[config.mk]
export PLATFORM = sky130hd
export DESIGN_NAME = instr_fetch_unit
export DESIGN_NICKNAME = d
export VERILOG_FILES = /design/src/rtl/mips_pkg.sv /design/src/rtl/next_pc_calc.sv /design/src/rtl/instr_fetch_unit.sv
export SDC_FILE = /design/constraint.sdc
export NUM_CORES = 1
export LEC_CHECK = 0
export CORE_MARGIN = 4
export CORE_UTILIZATION = 40
export CTS_BUF_LIST = sky130_fd_sc_hd__clkbuf_8
export DETAILED_ROUTE_END_ITERATION = 10
export PLACE_DENSITY_LB_ADDON = 0.1
export SLEW_MARGIN = 10
export SYNTH_ARGS = -nofsm -noshare
export SYNTH_HDL_FRONTEND = slang
export SYNTH_HIERARCHICAL = 1
export SYNTH_SLANG_ARGS = --single-unit
export TNS_END_PERCENT = 50
[constraint.sdc]
create_clock -name clk -period 3.65 [get_ports clk]
set_input_delay 0.73 -clock clk [delete_from_list [all_inputs] [get_ports clk]]
set_output_delay 0.73 -clock clk [all_outputs]
set_load 0.01 [all_outputs]
[src/rtl/mips_pkg.sv]
// ============================================================================
// Module      : mips_pkg
// Description : Shared types and constants for the multicycle MIPS fetch path.
// Revision    : 1.0 - initial release
// ============================================================================
`default_nettype none

package mips_pkg;

    typedef enum logic [1:0] {
        IDLE  = 2'd0,
        FETCH = 2'd1,
        ISSUE = 2'd2
    } fetch_state_t;

    localparam logic [5:0] OP_RTYPE   = 6'b000000;
    localparam logic [5:0] OP_BEQ     = 6'b000100;
    localparam logic [5:0] OP_LW      = 6'b100011;
    localparam logic [5:0] OP_SW      = 6'b101011;
    localparam logic [5:0] OP_J       = 6'b000010;
    // Decodes to all-zero controls in the main controller.
    localparam logic [5:0] OP_INVALID = 6'b111111;

    localparam logic [31:0] INSTR_BYTES = 32'd4;

    function automatic logic [31:0] branch_offset(input logic [15:0] imm);
        return {{14{imm[15]}}, imm, 2'b00};
    endfunction

endpackage : mips_pkg

`default_nettype wire

[src/rtl/next_pc_calc.sv]
// ============================================================================
// Module      : next_pc_calc
// Description : Combinational next-PC select: jump, taken branch, or pc + 4.
// Revision    : 1.0 - initial release
// ============================================================================
`default_nettype none

module next_pc_calc
    import mips_pkg::*;
(
    input  logic [31:0] pc_plus4,
    input  logic [31:0] instr,
    input  logic        branch,
    input  logic        zero,
    input  logic        jump,
    output logic [31:0] next_pc
);

    logic [31:0] w_jump_target;
    logic [31:0] w_branch_target;
    logic        w_unused_opcode;

    assign w_jump_target   = {pc_plus4[31:28], instr[25:0], 2'b00};
    assign w_branch_target = pc_plus4 + branch_offset(instr[15:0]);
    assign w_unused_opcode = &{1'b0, instr[31:26]};

    // Jump outranks a taken branch when the controller asserts both.
    always_comb begin
        next_pc = pc_plus4;
        if (jump) begin
            next_pc = w_jump_target;
        end else if (branch && zero) begin
            next_pc = w_branch_target;
        end
    end

endmodule : next_pc_calc

`default_nettype wire

[src/rtl/instr_fetch_unit.sv]
// ============================================================================
// Module      : instr_fetch_unit
// Description : Multicycle MIPS fetch stage; req/ack imem fetch, hold, retire.
// Revision    : 1.0 - initial release
// ============================================================================
`default_nettype none

module instr_fetch_unit
    import mips_pkg::*;
#(
    parameter logic [31:0] RESET_PC = 32'h0000_0000
) (
    input  logic        clk,
    input  logic        rst_n,
    output logic        imem_req,
    output logic [31:0] imem_addr,
    input  logic        imem_ack,
    input  logic [31:0] imem_rdata,
    output logic [31:0] instr,
    output logic [5:0]  opcode,
    output logic [31:0] pc,
    output logic [31:0] pc_plus4,
    output logic        instr_valid,
    input  logic        instr_ready,
    input  logic        branch,
    input  logic        zero,
    input  logic        jump
);

    fetch_state_t r_state;
    logic [31:0]  r_pc;
    logic [31:0]  r_instr;
    logic         r_valid;
    logic         r_req;
    logic [31:0]  w_pc_plus4;
    logic [31:0]  w_next_pc;

    assign w_pc_plus4 = r_pc + INSTR_BYTES;

    next_pc_calc u_next_pc_calc (
        .pc_plus4 (w_pc_plus4),
        .instr    (r_instr),
        .branch   (branch),
        .zero     (zero),
        .jump     (jump),
        .next_pc  (w_next_pc)
    );

    // imem_req is registered so it is glitch-free and the address (r_pc)
    // cannot change while a request is outstanding.
    always_ff @(posedge clk) begin
        if (!rst_n) begin
            r_state <= IDLE;
            r_pc    <= RESET_PC;
            r_instr <= 32'h0000_0000;
            r_valid <= 1'b0;
            r_req   <= 1'b0;
        end else begin
            case (r_state)
                IDLE: begin
                    r_state <= FETCH;
                    r_req   <= 1'b1;
                end
                FETCH: begin
                    if (imem_ack) begin
                        r_instr <= imem_rdata;
                        r_valid <= 1'b1;
                        r_req   <= 1'b0;
                        r_state <= ISSUE;
                    end
                end
                ISSUE: begin
                    if (instr_ready) begin
                        r_pc    <= w_next_pc;
                        r_valid <= 1'b0;
                        r_req   <= 1'b1;
                        r_state <= FETCH;
                    end
                end
                default: begin
                    r_state <= IDLE;
                    r_valid <= 1'b0;
                    r_req   <= 1'b0;
                end
            endcase
        end
    end

    assign imem_req    = r_req;
    assign imem_addr   = r_pc;
    assign instr       = r_instr;
    assign pc          = r_pc;
    assign pc_plus4    = w_pc_plus4;
    assign instr_valid = r_valid;
    assign opcode      = r_valid ? r_instr[31:26] : OP_INVALID;

endmodule : instr_fetch_unit

`default_nettype wire

== Word-level counts from Yosys, hierarchy flattened ==
Index checks and enable logic that the tools add are counted.
Widths: inputs -> output; s select.

* Bits in registers: 68
* Input bits: 39
* Output and inout port bits: 136
* Logic and storage cells: 30

* Add/subtract/negate cells: 2
* Equal/unequal tests: 4
* Muxes and demuxes: 12
* Bitwise logic cells: 1
* Reduce and logical (&&, ||, !) cells: 6

{| class="wikitable"
|+ Operators by type and width
! kind !! number
|-
| $mux 32 || 2
|-
| $add 32x3->32 const B || 1
|-
| $add 32x32->32 || 1
|-
| $mux 6 || 1
|-
| $pmux 1 s3 || 2
|-
| $pmux 2 s3 || 1
|-
| $reduce_and 2->1 || 3
|-
| $mux 1 || 4
|-
| $mux 2 || 2
|-
| $ne 2x2->1 const B || 2
|-
| $reduce_and 3->1 || 1
|-
| $eq 2x1->1 const B || 1
|-
| $eq 2x2->1 const B || 1
|-
| $logic_not 2->1 || 1
|-
| $logic_and 1x1->1 || 1
|-
| $not 1->1 || 1
|}

== Logic depth before layout (Yosys ltp) ==
* Depth after elaboration: 4
* Gate-level depth with buffers: 19
* Gate-level depth less buffers: 16

== Cells and area by module ==
The synthesis kept the hierarchy.

{| class="wikitable"
|+ Modules (own cells, without submodules)
! module !! instances !! cells an instance !! area each (µm²) !! seq. area each (µm²)
|-
| instr_fetch_unit || 1 || 418 || 3389.5 || 1341.3
|-
| next_pc_calc || 1 || 327 || 2227.1 || 0.0
|}

== Worst setup path after synthesis ==
OpenSTA, ideal clock, no wires.

* Kind: reg2reg
* From: register r_pc[2] (netlist: imem_addr[2])
* To: register r_pc[25] (netlist: imem_addr[25])
* Setup time: 0.122 ns
* Data arrival time: 3.498 ns
* Required time: 3.528 ns
* Setup slack: 0.029 ns
* Stages on the path, launching flop included: 20
* Path buffers: 3
* Clock period less this slack: 3.621 ns
* Cell sequence: dfxtp_1 ha_1 and3_1 buf_2 and3_1 buf_4 nand3_1 xnor2_1 ha_1 buf_4 a21oi_2 o21ai_1 a221o_1 a21oi_2 o41ai_4 a41oi_2 xor2_1 o221ai_2 nand2_1 a21boi_0

* Word-level cells in the longest chain between the ends: 4

{| class="wikitable"
|+ RTL lines
! item !! RTL line !! RTL
|-
| start, declared || instr_fetch_unit.sv:31 || <nowiki>logic [31:0] r_pc;</nowiki>
|-
| start signal, assigned || instr_fetch_unit.sv:74 || <nowiki>r_pc <= w_next_pc;</nowiki>
|-
| $add 32x3->32 || instr_fetch_unit.sv:38 || <nowiki>assign w_pc_plus4 = r_pc + INSTR_BYTES;</nowiki>
|-
| net pc_plus4[16] || instr_fetch_unit.sv:22 || <nowiki>output logic [31:0] pc_plus4,</nowiki>
|-
| $add 32x32->32 || next_pc_calc.sv:24 || <nowiki>assign w_branch_target = pc_plus4 + branch_offset(instr[15:0]);</nowiki>
|-
| $mux 32 || next_pc_calc.sv:32 || <nowiki>end else if (branch && zero) begin</nowiki>
|-
| $mux 32 || next_pc_calc.sv:30 || <nowiki>if (jump) begin</nowiki>
|-
| net w_next_pc[25] || instr_fetch_unit.sv:36 || <nowiki>logic [31:0] w_next_pc;</nowiki>
|}

The timed path passes the listed nets, and every way through them passes these cells.
A chain may end at the register's enable or synchronous reset.

== Worst setup path after layout ==
* From: register r_pc[2] (netlist: imem_addr[2])
* To: register r_pc[27] (netlist: imem_addr[27])

* Word-level cells in the longest chain between the ends: 4

{| class="wikitable"
|+ RTL lines
! item !! RTL line
|-
| $add 32x3->32 * || instr_fetch_unit.sv:38
|-
| $add 32x32->32 || next_pc_calc.sv:24
|-
| $mux 32 * || next_pc_calc.sv:32
|-
| $mux 32 * || next_pc_calc.sv:30
|-
| net w_next_pc[27] || instr_fetch_unit.sv:36
|}

Mark *: on every way through the listed nets, which the timed path passes. The rest lies on a longest branch.

==> results by group <==
Power and ir drop
  – PnR Total Power: 1716 uW
  – Pwr dens: 213.4 mW/mm^2
  – Net Switching: 503.7 uW
  – Clock network power share: 37.3%
  – Internal: 1212 uW
  – Peak supply drop: 0.1582 mV
  – Flop pwr share: 45.3%
  – Combinational share of power: 17.4%
  – P_leak: 0.003271 uW
  – Sw Ratio: 29.35%

Global routing
  – Total gr overflow: 0
  – Tot GR Track Use: 24.10%
  – First-pass GRT wire length: 31020 um
  – Largest net degree at the start of global routing: 68
  – Vias in the first global route: 5609
  – Initial antenna violation count: 0

Yosys
  – EDFF count, synth: 0
  – Avg Cell Area, Syn: 7.539 sq um
  – Seq/Total Area, Yosys: 23.88%
  – Synth Area in Simple Gates: 24.01%
  – Multiplexer area fraction after synthesis: 2.384%
  – Main combinational cell family by area after synthesis: compound AO/OA/AOI/OAI gates
  – Post-synth top area share: 23.88%
  – Net Count, Synth: 815
  – Yosys cell types: 64
  – Biggest area consumer among synthesized cells: dfxtp_1
  – Async set or reset register ratio after synthesis: 0%
  – Cell Area, Synth: 0.005617 sq mm
  – Compound-gate portion of the synthesized area: 25.02%
  – Cells after Synth: 745
  – Post-synth top flop: dfxtp_1
  – Synth Area in Adders: 7.039%
  – Flops & latches, synth: 67
  – Synth warn: 6
  – Synth Area in XOR/XNOR: 8.421%
  – Top cells by area, synth: dfxtp_1, nand2_1, a21boi_0, ha_1, buf_4

Setup path
  – Worst path cell trace: ha_2 -> and3_1 -> and3_4 -> nand4_1 -> xnor2_2 -> ha_4 -> a21oi_2 -> buf_4 -> o21ai_1 -> a221o_1 -> a21oi_2 -> o41ai_4 -> a31oi_1 -> xor2_1 -> a21oi_1 -> nand2_1 -> a21boi_0
  – Worst EP required: 3.93 ns
  – R2r worst-path depth: 17
  – CP max stage cell: dfxtp_4
  – Reg2reg setup slack: 0.09 ns
  – R2R Path Start: imem_addr[2]
  – CP Capture Type: flip-flop
  – CP peak stage delay: 0.37 ns
  – CP most frequent cell: a21oi_2
  – Arr. time, crit path: 3.85 ns
  – Setup Crit Path Kind: reg -> reg
  – Startpoint types: flip-flop
  – CP max FO: 5
  – R2R Path End: imem_addr[27]
  – WP buf/inv: 1
  – CP top delay family: compound AO/OA/AOI/OAI gates

Clocking
  – Hold Buf Count CTS: 0
  – Clock-pin slew on the worst setup and hold paths: 0.08 ns
  – Buffers from clock root to sink, at most: 2
  – CTS tree: done
  – Number of H-tree levels: 3
  – Clk sinks: 67
  – CTS root buffer: clkbuf_8
  – Total CTS buffers: 9
  – Worst-skew pair later-pin latency: 0.36 ns

Place
  – PortBufs: 174
  – Pre-CTS setup slack: -0.007863 ns
  – GPL Wtd Cong: 0.9531
  – DP Wirelength: 15020 um

Hold path
  – Worst Hold Launch: instr[31]
  – WHS Endpoint: instr[31]
  – WHS Path Cells: 2
  – Worst min path class: reg -> reg

Detailed routing
  – Iteration-0 DRC Markers: 356
  – WL final: 19860 um
  – DR WL/cell: 17.83 um
  – Vias/cell: 5.280
  – DRT antenna net count: 0
  – Via count: 5882
  – DR DRC count: 0
  – First-pass detailed-route iteration total: 5

STA
  – Max-slew violation count: 0
  – PnR worst setup slack: 0.08633 ns
  – Rel. slew slack: 28.78%
  – Fmax achieved: 280.6 MHz
  – Final hold viol count: 0
  – Clock skew: 0.01542 ns
  – Final Cycle Share: 97.63%
  – Fin crit period: 3.564 ns
  – Slew @ Worst Pin: 1.068 ns
  – Final setup violation count: 0
  – Setup_tns: 0 ns
  – Unrepaired setup endpoints after global routing: true

Finish
  – Multi-input logic area: 0.003948 sq mm
  – FILL cells: 1300
  – ANT cells: 0
  – Final #Nets: 1000
  – Seq. cell area: 0.001346 sq mm
  – Layout cells sized above 1: 16.38%
  – Synthesis-to-finish area growth: 43.17%

Floorplan
  – I/O pins: 175
  – Die extent in x: 126.5 um
  – Rows: 43
  – Die Ht: 126.5 um
  – Core area: 0.01383 sq mm
  – Initial core utilization: 40.62%
  – Die area: 0.01600 sq mm

Outcome
  – Outcome: finished, final reports clean

Flow run
  – Maxcap violations: 0
## cells in the final DEF, fill, tap and decap left out, drive strengths merged, types with 3 or more instances in the layout
master	synthesis	final
a31oi	8	8
nand2	189	189
xnor2	31	31
nand4	13	13
o21bai	3	3
and4	5	5
xor2	23	23
a21o	21	21
a21boi	67	67
o221ai	4	4
clkdlybuf4s50	0	172
inv	10	11
nor2b	3	3
nor3	8	8
nand2b	7	7
and2	6	6
a211oi	3	3
clkbuf	21	9
nor2	31	31
o21ai	41	41
buf	53	77
nor4	3	3
ha	30	30
clkinvlp	0	3
dfxtp	67	67
nand3	12	12
o21a	3	3
o211ai	3	3
mux2	3	3
and3	7	7
mux2i	10	10
a21oi	42	42
## metal layers
| metal | global-route usage, % | part of all wire, % | vias to the layer above |
|---|---|---|---|
| met1 | 34.82 | 48 | 2751 |
| met3 | 6.274 | 6.9 | 20 |
| met4 | 6.688 | 1.3 | 0 |
| met5 | 0 | 0 | - |
| li1 | - | - | 2907 |
| met2 | 35.37 | 44 | 204 |
## area by class of cell
class | instances | area share (%)
Clock buffer | 9 | 1.540
Clock inverter | 6 | 0.8246
Inverter | 10 | 0.4668
Multi-Input combinational cell | 593 | 49.09
Sequential cell | 67 | 16.74
Tap cell | 180 | 2.801
Timing Repair Buffer | 249 | 28.54
## synthesized netlist by cell type (all sizes together), types with 2 or more instances
master	n
clkbuf	21
and4	5
a21o	21
nand4	13
nor2b	3
inv	10
nor4	3
o221ai	4
nor2	31
and3	7
and2	6
a211oi	3
o21a	3
mux2	3
o21ai	41
nand2b	7
nand4b	2
nand3	12
dfxtp	67
a41oi	2
o211ai	3
o31a	2
a31oi	8
a21oi	42
ha	30
xor2	23
nand2	189
buf	53
nor3	8
o21bai	3
xnor2	31
a21boi	67
mux2i	10
or2	2
## power groups by stage
stage / clock network [uW] / logic, uW / registers [uW]
after floorplan: 0 / 145 / 797
after global placement: 0 / 292 / 792
after detailed placement: 0 / 293 / 794
after CTS: 661 / 295 / 777
after global routing: 690 / 326 / 781
final: 640 / 299 / 777
## worst reg2reg max path: stages (launching register included)
cell and delay, ns:
dfxtp_4 0.37, ha_2 0.18, and3_1 0.18, and3_4 0.23, nand4_1 0.20, xnor2_2 0.32
ha_4 0.27, a21oi_2 0.16, buf_4 0.12, o21ai_1 0.06, a221o_1 0.32, a21oi_2 0.18
o41ai_4 0.14, a31oi_1 0.22, xor2_1 0.11, a21oi_1 0.20, nand2_1 0.06, a21boi_0 0.16
## state kept, by name, indices dropped and copies added (netlist names)
name	count
instr	32
imem_addr	32
instr_valid	1
r_state	2
## through the flow
stage               instances  hold WS (ns)  area (sq um)  utilization, %
global route             1114        0.5294          8041           58.16
detailed placement       1096        0.4777          7635           55.22
global placement         1096        0.4654          7635           55.22
floorplan                 745        0.4939          5617               -
CTS                      1111        0.4921          7828           56.61
finish                   1114        0.4873          8041           58.16
## logic make-up (layout without fill, tap and decap cells)
| group | count (synthesis) | after routing |
|---|---|---|
| xor gates and xnor gates | 54 | 54 |
| DFF | 67 | 67 |
| AOI/OAI and AO/OA | 204 | 204 |
| muxes | 13 | 13 |
| buffers and inverters | 85 | 274 |
| adders and majority gates | 31 | 31 |
| and+or+nand+nor | 291 | 291 |
## timing repair
item                                    4_1_cts  5_1_grt
gates resized for setup                       2       41
setup buffers                                 0        3
gates cloned                                  0        0
pin swaps                                     0       11
endpoints found under the setup margin        3       17
## how the worst max path moves through the flow
stage,cells after the start,start,to
final,17,imem_addr[2],imem_addr[27]
after CTS,15,imem_addr[2],imem_addr[18]
after global placement,16,imem_addr[5],imem_addr[26]
after floorplan,19,imem_addr[2],imem_addr[25]
after global routing,17,imem_addr[2],imem_addr[27]
after detailed placement,15,imem_addr[2],imem_addr[30]
(Power assumes the default switching activity.)
